[src/rtl/shift_add_mult.sv]
// Sequential shift-and-add multiplier: one multiplier bit per RUN cycle, LSB first.
// Signed operands are multiplied as magnitudes; the product is negated at the end when needed.
module shift_add_mult #(
  parameter int WIDTH       = 16,
  parameter int SIGNED_MODE = 0
) (
  input  logic               clk,
  input  logic               rst_n,
  input  logic               start,
  input  logic [WIDTH-1:0]   a,
  input  logic [WIDTH-1:0]   b,
  output logic               busy,
  output logic               done,
  output logic [2*WIDTH-1:0] out
);

  localparam int CW = $clog2(WIDTH) + 1;
  localparam int PW = 2 * WIDTH;

  typedef enum logic [1:0] {IDLE, RUN, DONE} state_t;

  state_t          state_reg, state_next;
  logic [PW-1:0]   mcand_reg, mcand_next;
  logic [PW-1:0]   acc_reg, acc_next;
  logic [PW-1:0]   out_reg, out_next;
  logic [WIDTH-1:0] mplier_reg, mplier_next;
  logic [CW-1:0]   cnt_reg, cnt_next;
  logic            neg_reg, neg_next;

  logic            a_neg, b_neg;
  logic [WIDTH-1:0] a_mag, b_mag;
  logic [PW-1:0]   prod_sum, prod_final;

  // The magnitude of the most-negative value still fits in WIDTH unsigned bits.
  assign a_neg = (SIGNED_MODE != 0) && a[WIDTH-1];
  assign b_neg = (SIGNED_MODE != 0) && b[WIDTH-1];
  assign a_mag = a_neg ? (~a + WIDTH'(1)) : a;
  assign b_mag = b_neg ? (~b + WIDTH'(1)) : b;

  assign prod_sum   = acc_reg + (mplier_reg[0] ? mcand_reg : '0);
  assign prod_final = neg_reg ? (PW'(0) - prod_sum) : prod_sum;

  always_comb begin
    state_next  = state_reg;
    mcand_next  = mcand_reg;
    acc_next    = acc_reg;
    out_next    = out_reg;
    mplier_next = mplier_reg;
    cnt_next    = cnt_reg;
    neg_next    = neg_reg;
    case (state_reg)
      IDLE, DONE: begin
        state_next = IDLE;
        if (start) begin
          state_next  = RUN;
          mcand_next  = PW'(a_mag);
          mplier_next = b_mag;
          acc_next    = '0;
          cnt_next    = '0;
          neg_next    = a_neg ^ b_neg;
        end
      end
      RUN: begin
        acc_next    = prod_sum;
        mcand_next  = mcand_reg << 1;
        mplier_next = mplier_reg >> 1;
        cnt_next    = cnt_reg + CW'(1);
        // The last bit is folded straight into out on the edge that enters DONE.
        if (cnt_reg == CW'(WIDTH - 1)) begin
          state_next = DONE;
          out_next   = prod_final;
        end
      end
      default: state_next = IDLE;
    endcase
  end

  always_ff @(posedge clk or negedge rst_n) begin
    if (!rst_n) begin
      state_reg  <= IDLE;
      mcand_reg  <= '0;
      acc_reg    <= '0;
      out_reg    <= '0;
      mplier_reg <= '0;
      cnt_reg    <= '0;
      neg_reg    <= 1'b0;
    end else begin
      state_reg  <= state_next;
      mcand_reg  <= mcand_next;
      acc_reg    <= acc_next;
      out_reg    <= out_next;
      mplier_reg <= mplier_next;
      cnt_reg    <= cnt_next;
      neg_reg    <= neg_next;
    end
  end

  assign busy = (state_reg == RUN);
  assign done = (state_reg == DONE);
  assign out  = out_reg;

endmodule

[config.mk]
export PLATFORM = sky130hd
export DESIGN_NAME = shift_add_mult
export DESIGN_NICKNAME = d
export VERILOG_FILES = /design/src/rtl/shift_add_mult.sv
export SDC_FILE = /design/constraint.sdc
export NUM_CORES = 1
export LEC_CHECK = 0
export CORE_UTILIZATION = 24
export CTS_BUF_LIST = sky130_fd_sc_hd__clkbuf_8 sky130_fd_sc_hd__clkbuf_16
export CTS_CLUSTER_SIZE = 10
export DETAILED_ROUTE_END_ITERATION = 8
export DONT_BUFFER_PORTS = 1
export GPL_ROUTABILITY_DRIVEN = 1
export PLACE_DENSITY = 0.4
export SYNTH_ARGS = -nofsm -noshare
export SYNTH_HDL_FRONTEND = slang
export SYNTH_SLANG_ARGS = --single-unit
[constraint.sdc]
create_clock -name clk -period 6.35 [get_ports clk]
set_clock_uncertainty 0.2 [all_clocks]
set_input_delay 0.9525 -clock clk [delete_from_list [all_inputs] [get_ports clk]]
set_output_delay 0.9525 -clock clk [all_outputs]
set_load 0.005 [all_outputs]
==> results of run 1 <==
[path summary, 6_finish.rpt]
check	end	cells after the start	slack (ns)
worst min-delay path	acc_reg[12]	0	0.01
min in group clk	mplier_reg[1]	2	0.28
worst max register to register	acc_reg[30]	11	2.40
worst min register to register	mplier_reg[1]	2	0.28
worst max-delay path	acc_reg[30]	11	2.40
max in group asynchronous	out[7]	1	4.49
[placed cells by master (no fill, tap or decap), drive strengths merged, types with 15 or more instances in the layout]
cell / count
dfrtp: 119
nand2: 115
a22o: 42
and2: 36
o21ai: 35
ha: 33
a21oi: 31
a22oi: 30
mux2: 19
clkbuf: 17
xnor2: 15
nor2: 15
[what timing repair did]
action | CTS | global route
hold endpoints to repair | 0 | 13
hold buffers | 0 | 3
gates resized for setup | 0 | 0
[routing by layer]
metal	share of wire, %	track usage [%]	up-vias
li1	-	-	2325
met1	49	18.6	2388
met2	44	19.2	101
met3	5.4	3.97	13
met4	0.95	4.13	0
met5	0	0	-
[where the power goes]
group	leakage [nW]	switching, mW	total [mW]	internal (mW)
clock network	0.287	0.400	0.985	0.586
registers	1.48	0.301	1.42	1.12
logic	1.62	1.01	1.77	0.759
[layout make-up]
cell class / instances / share of cell area, %
Sequential cell: 119 / 40.5
Tap cell: 335 / 5.70
Timing Repair Buffer: 8 / 0.919
Inverter: 9 / 0.460
Clock inverter: 15 / 2.26
Clock buffer: 17 / 5.79
Multi-Input combinational cell: 483 / 44.3
[metrics by stage]
step	setup WS (ns)	cell area (um2)	power [mW]
5_1_grt	2.05	7350	4.53
4_1_cts	2.37	7320	4.24
6_report	2.40	7350	4.18
3_3_place_gp	2.45	6730	3.20
2_1_floorplan	3.29	6410	2.75
3_5_place_dp	2.38	6730	3.23
[kinds of logic after synthesis]
group	after synthesis	share of synthesized area [%]
AO/OA/AOI/OAI	189	20.8
AND/OR/NAND/NOR	211	15.4
flip-flops	119	46.4
multiplexers	21	3.65
adder cells (fa/ha/maj)	34	6.75
buffers and inverters	47	2.91
XOR/XNOR	28	4.04
[worst max-delay path, delay by kind of cell (launching register included)]
family | cells | cell delay, ns
AOI/OAI and AO/OA | 7 | 1.69
xor gates and xnor gates | 1 | 0.25
adders and majority gates | 2 | 0.60
DFF | 1 | 0.74
and+or+nand+nor | 1 | 0.32
==> flow_summary.yaml, run 1 <==
status:
  status: "finished, violations left"
  violations: "design-rule violations"
setup_path:
  worstPathArrival_ns: 4.03
  r2r_start: "mplier_reg[0]"
  crit_path_max_incr_delay_ns: 0.74
  critPathKind: "flip-flop to flip-flop"
  crit_chain: "and2_1 > ha_1 > fa_1 > a21oi_1 > o21ai_1 > a21oi_1 > o21ai_1 > a31oi_1 > o41ai_1 > xnor2_1 > o21ai_1"
  critPathMaxFanout: 33
  cp-startpoint: "mplier_reg[0]"
  cpMostUsedCell: "o21ai_1"
  required_ns: 6.42
  cp-end-kind: "flip-flop"
  start_kind: "flip-flop"
  worst_path_max_delay_cell: "dfrtp_1"
yosys:
  synthTopCellsByArea: "dfrtp_1 46%, nand2_1 6.7%, ha_1 6.4%"
  avgSynthCellArea_um2: 9.88
  synth_area_leader_cell: "dfrtp_1"
  syn-num-nets: 718
  ys_seq_area_share_pct: 46.4
  ys_warn_count: 0
  synth_area_um2: 6410
  synth_commonest_cells: "119 x dfrtp_1, 115 x nand2_1, 42 x a22o_1, 36 x and2_1, 33 x ha_1"
  synth-edff-count: 0
  synth_top_area_share_pct: 46.4
  ys_seq_elements: 119
  syn_inst: 649
  yosysMostFrequentCell: "dfrtp_1"
  ys_types: 57
  ys_async_sr_fraction_pct: 100
  synth_flop_cell: "dfrtp_1"
floorplanning:
  die_height_um: 165
  ios: 69
  start_util_pct: 24.5
  die_width_um: 165
  fp.coreArea_um2: 26100
  rows: 59
  die-area_um2: 27400
grt:
  grtUsageTotal_pct: 13.2
  grt_pass1_wl_mm: 27.5
  grt_remaining_overflow: 0
  grt_max_degree: 120
  antenna_found_initial: 0
  grt_pass1_vias: 4913
cts:
  path_clk_slew_ns: 0.06
  cts_tree: "yes"
  cts.path.max_buffers: 2
  htree_levels: 4
  cts-root-buf: "clkbuf_16"
  cts_sinks: 119
  cts_made_buffers: 17
  clk_latency_ns: 0.44
  post_cts_buffers: 0
sta:
  timing.hold.ws_ns: 0.0129
  slew_viol_final: 0
  fin_crit_sh_pct: 62.3
  rsz0062_at_grt: "false"
  hold_viol: 0
  fin_crit_ns: 3.95
  finalSetupViolations: 0
  fmax_ghz: 0.253
  fin_setup_tns_ns: 0
  relSlewSlack_pct: 36.8
  tightest_slew_ns: 0.948
finish:
  multi_input_area_um2: 3260
  fillers: 2751
  syn2layout_area_growth_pct: 14.6
  n_antenna_cell: 0
  postLayoutCoreUtil_pct: 28.1
  finalNonFillerCells: 986
  drive_gt1_share_pct: 9.83
  layout.nets: 707
  regArea_um2: 2980
routing:
  drcViolationCount: 6
  wl_per_cell_um: 17.4
  drt-initial-drc-count: 299
  antenna_left: 0
  dr.pass1.iters: 7
  vias: 4827
  viasPerCell: 4.90
  totalWireLength_mm: 17.2
min_path:
  hp-class: "input pin to asynchronous set/reset pin"
power:
  power_leakage_nw: 3.39
  irDropWorstVdd_v: 0.000158
  p_per_area_nw_per_um2: 569
placement:
  numPortBuffers: 0
  dp_cells: 951
  gp_congestion: 0.803
  hpwl_mm: 11.6
run:
  cap_violations: 0
No activity file was read; power rests on OpenSTA's default activity.
==> run 2: changes to the inputs <==
==> constraint.sdc (replaced) <==
create_clock -name clk -period 3.9 [get_ports clk]
set_clock_uncertainty 0.2 [all_clocks]
set_input_delay 0.585 -clock clk [delete_from_list [all_inputs] [get_ports clk]]
set_output_delay 0.585 -clock clk [all_outputs]
set_load 0.005 [all_outputs]
==> run 2 against run 1 <==
Compared with the run above: the flow still finishes with violations (design-rule violations); clock power increased by 54%; via count increased by 0.70%; non-clock buffer count increased by 2; global-route usage increased by 0.29 points; routed wire length decreased by 0.27%; largest power group unchanged; critical path depth unchanged; clock-buffer cell count unchanged; core utilization increased by 0.067 points; fmax increased by 9.6%; register-to-register slack got worse by 2.1 ns; final cell count increased by 0.20%; largest cell class unchanged; critical path type unchanged.
==> flow_summary.yaml, run 2 (synthesized netlist as in run 1, its figures left out) <==
placement:
  gp_congestion: 0.809
  numPortBuffers: 0
  hpwl_mm: 11.9
  dpl_cell_area_um2: 6760
grt:
  grt_remaining_overflow: 0
  grt_pass1_wl_mm: 28.1
  grtUsageTotal_pct: 13.5
  antenna_found_initial: 0
  grt_pass1_vias: 5016
  grt_max_degree: 120
finish:
  n_antenna_cell: 0
  syn2layout_area_growth_pct: 14.9
  final_common_cell: "dfrtp_1"
  layout.nets: 709
  final_cell_mix: "119 x dfrtp_1, 115 x nand2_1, 42 x a22o_1"
  final_area_um2: 7370
  drive_gt1_share_pct: 10.3
cts:
  htree_levels: 4
  cts_made_buffers: 17
  clk_latency_ns: 0.43
  cts_sinks: 119
  cts_tree: "yes"
  cts-root-buf: "clkbuf_16"
  path_clk_slew_ns: 0.06
  cts.path.max_buffers: 2
routing:
  drcViolationCount: 6
  drt-initial-drc-count: 360
  dr.pass1.iters: 7
  wl_per_cell_um: 17.4
  totalWireLength_mm: 17.2
  viasPerCell: 4.92
  vias: 4861
  antenna_left: 0
sta:
  timing.hold.ws_ns: 0.0853
  hold_viol: 0
  tightest_slew_ns: 0.881
  fin_setup_tns_ns: 0
  slew_viol_final: 0
  relSlewSlack_pct: 41.3
  rsz0062_at_grt: "false"
  fmax_ghz: 0.277
  finalSetupViolations: 0
  fin_crit_ns: 3.61
  fin_crit_sh_pct: 92.5
min_path:
  hold_depth: 2
  hp-class: "input pin to flip-flop"
  worstHoldStart: "b[7]"
  hold_path_end: "mplier_reg[7]"
setup_path:
  critPathKind: "flip-flop to flip-flop"
  start_kind: "flip-flop"
  rrSetupSlack_ns: 0.29
  critPathMaxFanout: 18
  cp-end-kind: "flip-flop"
  required_ns: 4.01
  timing.rr.end: "acc_reg[31]"
  r2r_cells: 11
  worstPathArrival_ns: 3.72
  r2r_start: "mplier_reg[0]"
floorplanning:
  die_height_um: 165
  fp.coreArea_um2: 26100
  rows: 59
  ios: 69
  die-area_um2: 27400
  start_util_pct: 24.5
  die_width_um: 165
power:
  irDropWorstVdd_v: 0.000359
  power_leakage_nw: 3.40
  p_per_area_nw_per_um2: 924
status:
  status: "finished, violations left"
  violations: "design-rule violations"
run:
  cap_violations: 0
==> run 2: timing repair <==
| item | CTS | global route |
|---|---|---|
| resized for setup | 0 | 0 |
| hold endpoints to repair | 119 | 0 |
| buffers inserted | 0 | 0 |
| hold buffers | 2 | 0 |
==> run 2: cell type report <==
cell class,count,area [um2]
clock buffers,17,425
clock inverters,15,141
fillers,2760,18800
inverters,9,33.8
multi-input cells,483,3260
flip-flops and latches,119,2980
well taps,335,419
repair buffers,10,110
==> run 2: routing by layer <==
layer	global-route usage [%]	vias to the layer above	share of wire (%)	routed length, um
met4	4.09	0	1.1	195
met5	0	-	0	0
met1	18.2	2404	48	8150
met3	4.17	14	6.1	1050
met2	20.6	118	45	7760
li1	-	2325	-	-
==> run 2: worst max-delay path by stage <==
| stage | start | to | slack, ns | cells after the start |
|---|---|---|---|---|
| after global routing | mplier_reg[0] | acc_reg[31] | 0.008 | 11 |
| after CTS | mplier_reg[0] | acc_reg[31] | 0.25 | 11 |
| final | mplier_reg[0] | acc_reg[31] | 0.29 | 11 |
| after global placement | mplier_reg[0] | acc_reg[31] | 0.38 | 11 |
| after floorplan | mplier_reg[0] | out[24] | 0.84 | 12 |
| after detailed placement | mplier_reg[0] | acc_reg[31] | 0.26 | 11 |
==> run 2: critical path: stages (launching register included) <==
cell	delay [ns]
dfrtp_1	0.38
buf_4	0.19
and2_1	0.15
ha_1	0.46
and3_2	0.28
nand4_1	0.13
a21oi_1	0.20
and4bb_1	0.24
nor4_1	0.58
nor4_1	0.14
or2_0	0.24
a221o_1	0.29
==> run 2: per-stage QoR <==
stage          setup WS (ns)  power, mW  util, %  std cells
6_report               0.292       6.80     28.2        988
5_1_grt              0.00796       7.40     28.2        988
4_1_cts                0.248       6.90     28.2        988
3_5_place_dp           0.257       5.31     25.9        954
3_3_place_gp           0.377       5.25     25.9        954
2_1_floorplan          0.837       4.48        -        649
==> run 2: power by group <==
group / switching [mW] / internal, mW / total [mW]
Combinational: 1.73 / 1.27 / 3.00
Sequential: 0.456 / 1.83 / 2.28
Clock: 0.635 / 0.888 / 1.52
